[src/rtl/stoch_pkg.sv]
// Shared types and helpers for the stochastic-to-binary output stage.
package stoch_pkg;

    typedef enum logic [1:0] {
        ST_IDLE = 2'd0,
        ST_RUN  = 2'd1,
        ST_HOLD = 2'd2
    } state_t;

    localparam int STOCH_CNT_W = 8;

    // Clamp a window total (up to 2^w) into a w-bit magnitude.
    function automatic logic [31:0] stoch_sat(input logic [31:0] total, input int unsigned w);
        logic [31:0] lim;
        lim = (32'd1 << w) - 32'd1;
        return (total > lim) ? lim : total;
    endfunction

endpackage

[src/rtl/stoch_accum.sv]
// Window accumulator: accepted-bit counter and ones counter, with a flag for
// the final bit of the window.
module stoch_accum
    import stoch_pkg::*;
#(
    parameter int CNT_W = STOCH_CNT_W
) (
    input  logic             clk,
    input  logic             rst,
    input  logic             clr,
    input  logic             acc,
    input  logic             z,
    output logic [CNT_W:0]   ones,
    output logic             last
);

    logic [CNT_W-1:0] r_bit_cnt;
    logic [CNT_W:0]   r_ones;

    always_ff @(posedge clk) begin
        if (!rst) begin
            r_bit_cnt <= '0;
            r_ones    <= '0;
        end else if (clr) begin
            r_bit_cnt <= '0;
            r_ones    <= '0;
        end else if (acc) begin
            r_bit_cnt <= r_bit_cnt + 1'b1;
            r_ones    <= r_ones + {{CNT_W{1'b0}}, z};
        end
    end

    assign ones = r_ones;
    assign last = acc & (&r_bit_cnt);

endmodule

[src/rtl/stoch_to_bin.sv]
// Counts ones over a 2^CNT_W-bit window and presents the saturated count on a
// valid/ready output register. STOCH_THRESH_EN adds thr input and edge_flag
// output ('edge' is a reserved word, hence the name).
module stoch_to_bin
    import stoch_pkg::*;
#(
    parameter int CNT_W = STOCH_CNT_W
) (
    input  logic             clk,
    input  logic             rst,
    input  logic             start,
    input  logic             z,
    input  logic             in_valid,
    output logic             in_ready,
    output logic [CNT_W-1:0] pix,
    output logic             out_valid,
`ifdef STOCH_THRESH_EN
    input  logic [CNT_W-1:0] thr,
    output logic             edge_flag,
`endif
    input  logic             out_ready
);

    state_t           r_state;
    logic             r_in_ready;
    logic             r_out_valid;
    logic [CNT_W-1:0] r_pix;
    logic             w_acc;
    logic             w_clr;
    logic             w_last;
    logic [CNT_W:0]   w_ones;
    logic [CNT_W:0]   w_total;
    logic [CNT_W-1:0] w_sat;

    assign w_acc   = in_valid & r_in_ready;
    assign w_clr   = start & ((r_state == ST_IDLE) | ((r_state == ST_HOLD) & out_ready));
    assign w_total = w_ones + {{CNT_W{1'b0}}, z};
    assign w_sat   = CNT_W'(stoch_sat(32'(w_total), CNT_W));

    stoch_accum #(.CNT_W(CNT_W)) u_accum (
        .clk  (clk),
        .rst  (rst),
        .clr  (w_clr),
        .acc  (w_acc),
        .z    (z),
        .ones (w_ones),
        .last (w_last)
    );

    always_ff @(posedge clk) begin
        if (!rst) begin
            r_state     <= ST_IDLE;
            r_in_ready  <= 1'b0;
            r_out_valid <= 1'b0;
            r_pix       <= '0;
        end else begin
            case (r_state)
                ST_IDLE: begin
                    if (start) begin
                        r_state    <= ST_RUN;
                        r_in_ready <= 1'b1;
                    end
                end
                ST_RUN: begin
                    if (w_last) begin
                        r_pix       <= w_sat;
                        r_out_valid <= 1'b1;
                        r_in_ready  <= 1'b0;
                        r_state     <= ST_HOLD;
                    end
                end
                ST_HOLD: begin
                    if (out_ready) begin
                        r_out_valid <= 1'b0;
                        // A start here chains straight into the next window.
                        if (start) begin
                            r_state    <= ST_RUN;
                            r_in_ready <= 1'b1;
                        end else begin
                            r_state <= ST_IDLE;
                        end
                    end
                end
                default: begin
                    r_state     <= ST_IDLE;
                    r_in_ready  <= 1'b0;
                    r_out_valid <= 1'b0;
                end
            endcase
        end
    end

`ifdef STOCH_THRESH_EN
    logic r_edge;

    always_ff @(posedge clk) begin
        if (!rst) begin
            r_edge <= 1'b0;
        end else if ((r_state == ST_RUN) && w_last) begin
            r_edge <= (w_sat >= thr);
        end
    end

    assign edge_flag = r_edge;
`endif

    assign in_ready  = r_in_ready;
    assign out_valid = r_out_valid;
    assign pix       = r_pix;

endmodule

[config.mk]
export PLATFORM = sky130hd
export DESIGN_NAME = stoch_to_bin
export DESIGN_NICKNAME = d
export VERILOG_FILES = /design/src/rtl/stoch_pkg.sv /design/src/rtl/stoch_accum.sv /design/src/rtl/stoch_to_bin.sv
export SDC_FILE = /design/constraint.sdc
export NUM_CORES = 1
export LEC_CHECK = 0
export CAP_MARGIN = 20
export CELL_PAD_IN_SITES_DETAIL_PLACEMENT = 0
export CELL_PAD_IN_SITES_GLOBAL_PLACEMENT = 1
export CORE_ASPECT_RATIO = 1.4
export CORE_MARGIN = 2
export CORE_UTILIZATION = 30
export DETAILED_ROUTE_END_ITERATION = 7
export HOLD_SLACK_MARGIN = 0.12
export PLACE_DENSITY_LB_ADDON = 0.08
export SKIP_LAST_GASP = 1
export SLEW_MARGIN = 40
export SYNTH_ARGS = -nofsm -noshare
export SYNTH_HDL_FRONTEND = slang
export SYNTH_SLANG_ARGS = --single-unit
[constraint.sdc]
create_clock -name clk -period 1.49 [get_ports clk]
set_input_delay 0.298 -clock clk [delete_from_list [all_inputs] [get_ports clk]]
set_output_delay 0.298 -clock clk [all_outputs]
set_load 0.005 [all_outputs]
---- Word-level counts from Yosys, hierarchy flattened ----
Cells that the tools add are included.
storage, ports and cells
  flip-flop bits (word level) ............. 29
  bits in latches ......................... 0
  RAM bits ................................ 0
  memory bits (read-only) ................. 0
  input bits .............................. 6
  output and inout port bits .............. 10
  logic and storage cells ................. 41
  memories kept ........................... 0
operators by class
  $add $sub $neg .......................... 2
  $mul .................................... 0
  divide/modulo/power cells ............... 0
  $lt $le $gt $ge ......................... 1
  eq/ne operators ......................... 5
  shift-type cells ........................ 0
  mux-type cells .......................... 13
  bitwise gates (word level) .............. 7
  reduce and logical (&&, ||, !) cells .... 7
operators with widths
  cell                                                number
  adder 9 x 1 -> 9 bit                                1
  > comparator 9 x 8 -> 1 bit, second input constant  1
  adder 8 x 1 -> 8 bit, second input constant         1
  2-to-1 mux 8 bit                                    1
  AND reduction 8 bit                                 1
  2-to-1 mux 1 bit                                    6
  2-to-1 mux 2 bit                                    3
  one-hot mux 1 bit (3 select lines)                  2
  one-hot mux 2 bit (3 select lines)                  1
  AND reduction 3 bit                                 2
  bitwise AND 1 bit                                   4
  != test 2 bit, second input constant                2
  AND reduction 2 bit                                 2
  == test 2 x 1 -> 1 bit, second input constant       1
  == test 2 bit, second input constant                1
  zero test 2 bit                                     1
  != test 2 x 1 -> 1 bit, second input constant       1
  inverter 1 bit                                      2
  OR reduction 2 bit                                  1
  bitwise OR 1 bit                                    1

---- Logic depth before layout (Yosys ltp) ----
  depth in word-level cells ............... 5
  depth in mapped cells ................... 7
  depth with buffers taken out ............ 6

---- Cells and area by module ----
A second synthesis with hierarchy kept.
second synthesis, totals
  cell total of the unflattened synthesis .. 147
  area total of the unflattened synthesis .. 1,365.1 um^2
modules (own cells, without submodules)
  module        times used  cells each  area an instance (um^2)  seq. area each (um^2)
  stoch_accum   1           82          753.2                    340.3
  stoch_to_bin  1           65          611.8                    240.2

---- Least setup slack after synthesis ----
No wires, ideal clock.
  path type ............................... reg-to-reg
  start ................................... register u_accum.r_ones[0] (netlist: u_accum.ones[0])
  end ..................................... register r_pix[0] (netlist: pix[0])
  setup time .............................. 66 ps
  arrival ................................. 1,524 ps
  data required time ...................... 1,424 ps
  setup slack ............................. -100 ps
  cell stages (with the launch flop) ...... 8
  buffers on the path ..................... 1
  period minus slack after synthesis ...... 1,590 ps
  cell sequence ........................... dfxtp_1 -> ha_1 -> ha_1 -> nand3_4 -> or3_1 -> and3_1 -> buf_6 -> a21oi_2
on the way
  longest elaborated chain between the ends .. 3
RTL lines
  item                         line                text
  start, declared              stoch_accum.sv:18   logic [CNT_W:0] r_ones;
  start signal, assigned       stoch_accum.sv:29   r_ones <= r_ones + {{CNT_W{1'b0}}, z};
  adder 9 x 1 -> 9 bit *       stoch_to_bin.sv:37  assign w_total = w_ones + {{CNT_W{1'b0}}, z};
  > comparator 9 x 8 -> 1 bit  stoch_pkg.sv:16     return (total > lim) ? lim : total;
  2-to-1 mux 8 bit *           stoch_pkg.sv:16
  end signal, assigned         stoch_to_bin.sv:66  r_pix <= w_sat;
  end, declared                stoch_to_bin.sv:27  logic [CNT_W-1:0] r_pix;
Mark *: on every way between the ends. The rest lies on a longest branch, timed or not.
A chain may end at the register's enable or synchronous reset.

---- Worst setup path in the final report ----
  start ................................... input in_valid
  end ..................................... register u_accum.r_ones[7] (netlist: u_accum.ones[7])
on the way
  longest elaborated chain between the ends .. 1
RTL lines
  item               line                text
  start, declared    stoch_to_bin.sv:13  input logic in_valid,
  bitwise AND 1 bit  stoch_to_bin.sv:35  assign w_acc = in_valid & r_in_ready;
No other way between the ends.

==> flow_summary.toml <==
[grt]
grt_pass1_wl_mm = 4.954
grt_max_degree = 18
track_usage_pct = 13.25
grt.overflow.total = 0
antenna_found_initial = 0
first_global_vias = 1103

[clock_tree]
cts_tree = "built"
h-tree-depth = 2
cts.sinks = 29
clk_pin_slew_worst_paths_ps = 60
cts_hold_buf = 0
clock_latency_ps = 280
cts_buffers = 5
ctsRootBufferMaster = "clkbuf_8"
cts_buffer_depth = 2

[synth]
yosys.area.top_type_share_pct = 43.16
mappedNetlistNets = 159
synth.avg_cell_area_um2 = 8.967
syn_inst = 150
synth_mux_area_share_pct = 0
synthesis.area_um2 = 1345
synthFlopType = "dfxtp_1"
yosysWarnings = 0
yosysTopAreaCell = "dfxtp_1"
synthSimpleGateAreaFrac_pct = 25.40
synth_compound_area_share_pct = 11.91
synth_top_family_by_area = "simple AND/OR/NAND/NOR gates"
yosysSeqAreaShare_pct = 43.16
synthXorXnorAreaFrac_pct = 13.02
synthDistinctLibCells = 34
synth-edff-count = 0
async_reset_ff_share_pct = 0
synth_fa_ha_area_share_pct = 2.791
synth.area.top_cells = "dfxtp_1 43%, xnor2_1 9.1%, nor2_1 5.9%"
ys_seq_elements = 29

[cells_and_area]
final_cell_mix = "28 x buf_4, 25 x dfxtp_1, 21 x nor2_1"
areaGrowthSynthToFinish_pct = 44.37
drive_above_1_share_pct = 31.12
final_area_um2 = 1942
final_common_cell = "buf_4"
nets = 204
fin_util_pct = 45.43
antenna_cells = 0

[placed_design]
dp_slack_ps = -564.8
placed_area_um2 = 1780
port_buffers = 15
dp_hpwl_mm = 2.165
gp_congestion = 0.8306

[sta]
rsz0062_at_grt = "yes"
timing.hold.ws_ps = 480.8
hold_viol = 0
worst_slack_ps = 59.71
clock_skew_ps = 2.527
slew_headroom_pct = 78.70
finalCriticalPeriod_ps = 1430
fin_setup_tns_ps = 0
drv_slew = 0
period_share_pct = 95.99
setup_viol = 0
fmaxAchievable_mhz = 699.2
worst_pin_slew_ps = 318.7

[route]
drc = 0
drt-pass1-iter-count = 4
drtAntennaViolNets = 0
first_iter_violations = 52
wirelength_mm = 2.869
wl_per_cell_um = 11.21
vias_per_cell = 4.430
vias = 1134

[power]
p_sw_uw = 344.6
p_leak_nw = 0.7271
p_int_mw = 1.255
powerDensity_nw_per_um2 = 823.9
peakVddDrop_uv = 465.1
clkPwrFrac_pct = 44.3
seqPwrFrac_pct = 49.3
switching_share_pct = 21.54
power_frac_comb_pct = 6.4

[die]
die_w_um = 60.59
core-area_um2 = 4274
start_util_pct = 31.47
rows = 28
dieArea_um2 = 5043
chipHeight_um = 83.23
ioPinCount = 16

[worst_setup_path]
arrival_ps = 1600
cp_slowest_cell = "clkdlybuf4s50_1"
start_kind = "primary input"
path_buf_inv = 2
max_stage_delay_ps = 500
worst-setup-path-type = "in -> reg"
cp_cell_sequence = "clkdlybuf4s50_1 -> buf_4 -> nand2_1 -> nor3_1 -> xnor2_1 -> nor2_1"
worstPathRequired_ps = 1660
critPathMaxFanout = 7
end_kind = "flip-flop"
crit_family = "buffers and inverters"
reg2reg_slack_ps = 60

[worst_hold_path]
hp-class = "reg -> reg"

[status]
status = "finished, final reports clean"

[job]
cap_viol_max_count = 0
cell type report:
class	instances	area [um^2]
clock buffers	7	96.34
inverters	3	11.26
multi-input cells	112	790.8
fillers	467	2332
repair buffers	44	377.9
well taps	60	75.07
flip-flops and latches	29	585.6
clock inverters	1	5.005
worst reg2reg max path, stage by stage, from the launching register on:
cell and delay [ps]:
dfxtp_2 350, ha_4 150, ha_4 140, nand3_4 70, or3_1 310, and3_4 220
a21oi_2 120
logic make-up (layout without fill, tap and decap cells):
group,after synthesis,after routing
simple gates,64,64
flops,29,29
compound gates,25,25
xor+xnor,20,20
buf+inv,9,55
fa+ha+maj,3,3
final timing paths:
check / to / cells after the start / start
setup / recovery: u_accum.ones[7] / 6 / in_valid
hold reg to reg: u_accum.ones[0] / 2 / u_accum.ones[0]
setup reg to reg: pix[0] / 6 / u_accum.ones[0]
hold / removal: u_accum.ones[0] / 2 / u_accum.ones[0]
layer usage:
| layer | part of all wire (%) | track usage [%] | up-vias |
|---|---|---|---|
| li1 | - | - | 592 |
| met1 | 46 | 16.00 | 519 |
| met2 | 47 | 19.94 | 17 |
| met3 | 4.5 | 5.140 | 6 |
| met4 | 2.4 | 6.522 | 0 |
| met5 | 0 | 0 | - |
synth_stat cells (2+ instances only):
| cell type | number |
|---|---|
| a21oi_1 | 4 |
| a21oi_2 | 8 |
| and3_1 | 4 |
| buf_6 | 2 |
| clkbuf_1 | 2 |
| dfxtp_1 | 29 |
| ha_1 | 3 |
| inv_1 | 3 |
| nand2_1 | 14 |
| nand2b_1 | 2 |
| nand3_1 | 2 |
| nand3b_1 | 2 |
| nand4_1 | 3 |
| nor2_1 | 21 |
| nor3_1 | 5 |
| o21ai_0 | 10 |
| xnor2_1 | 14 |
| xor2_1 | 6 |
flip-flops by register name, indices dropped and copies added (netlist names):
name               count
pix                    8
r_state                2
u_accum.r_bit_cnt      8
u_accum.ones           9
in_ready               1
out_valid              1
power by group through the flow:
stage | logic [mW] | registers, mW | clock network, mW
2_1_floorplan | 0.0358 | 0.806 | 0
3_3_place_gp | 0.0995 | 0.805 | 0
3_5_place_dp | 0.101 | 0.804 | 0
4_1_cts | 0.103 | 0.788 | 0.737
5_1_grt | 0.113 | 0.789 | 0.788
6_report | 0.102 | 0.789 | 0.709
timing repair:
| item | 4_1_cts | 5_1_grt |
|---|---|---|
| resized for setup | 6 | 10 |
| endpoints found under the setup margin | 12 | 12 |
| buffers inserted | 1 | 0 |
| pin swaps | 1 | 4 |
stage by stage:
stage,instances,power (mW)
after floorplan,150,0.8417
after global placement,247,0.9041
after detailed placement,247,0.9059
after CTS,256,1.628
after global routing,256,1.690
final,256,1.600
Power figures use the tool's default switching activity.
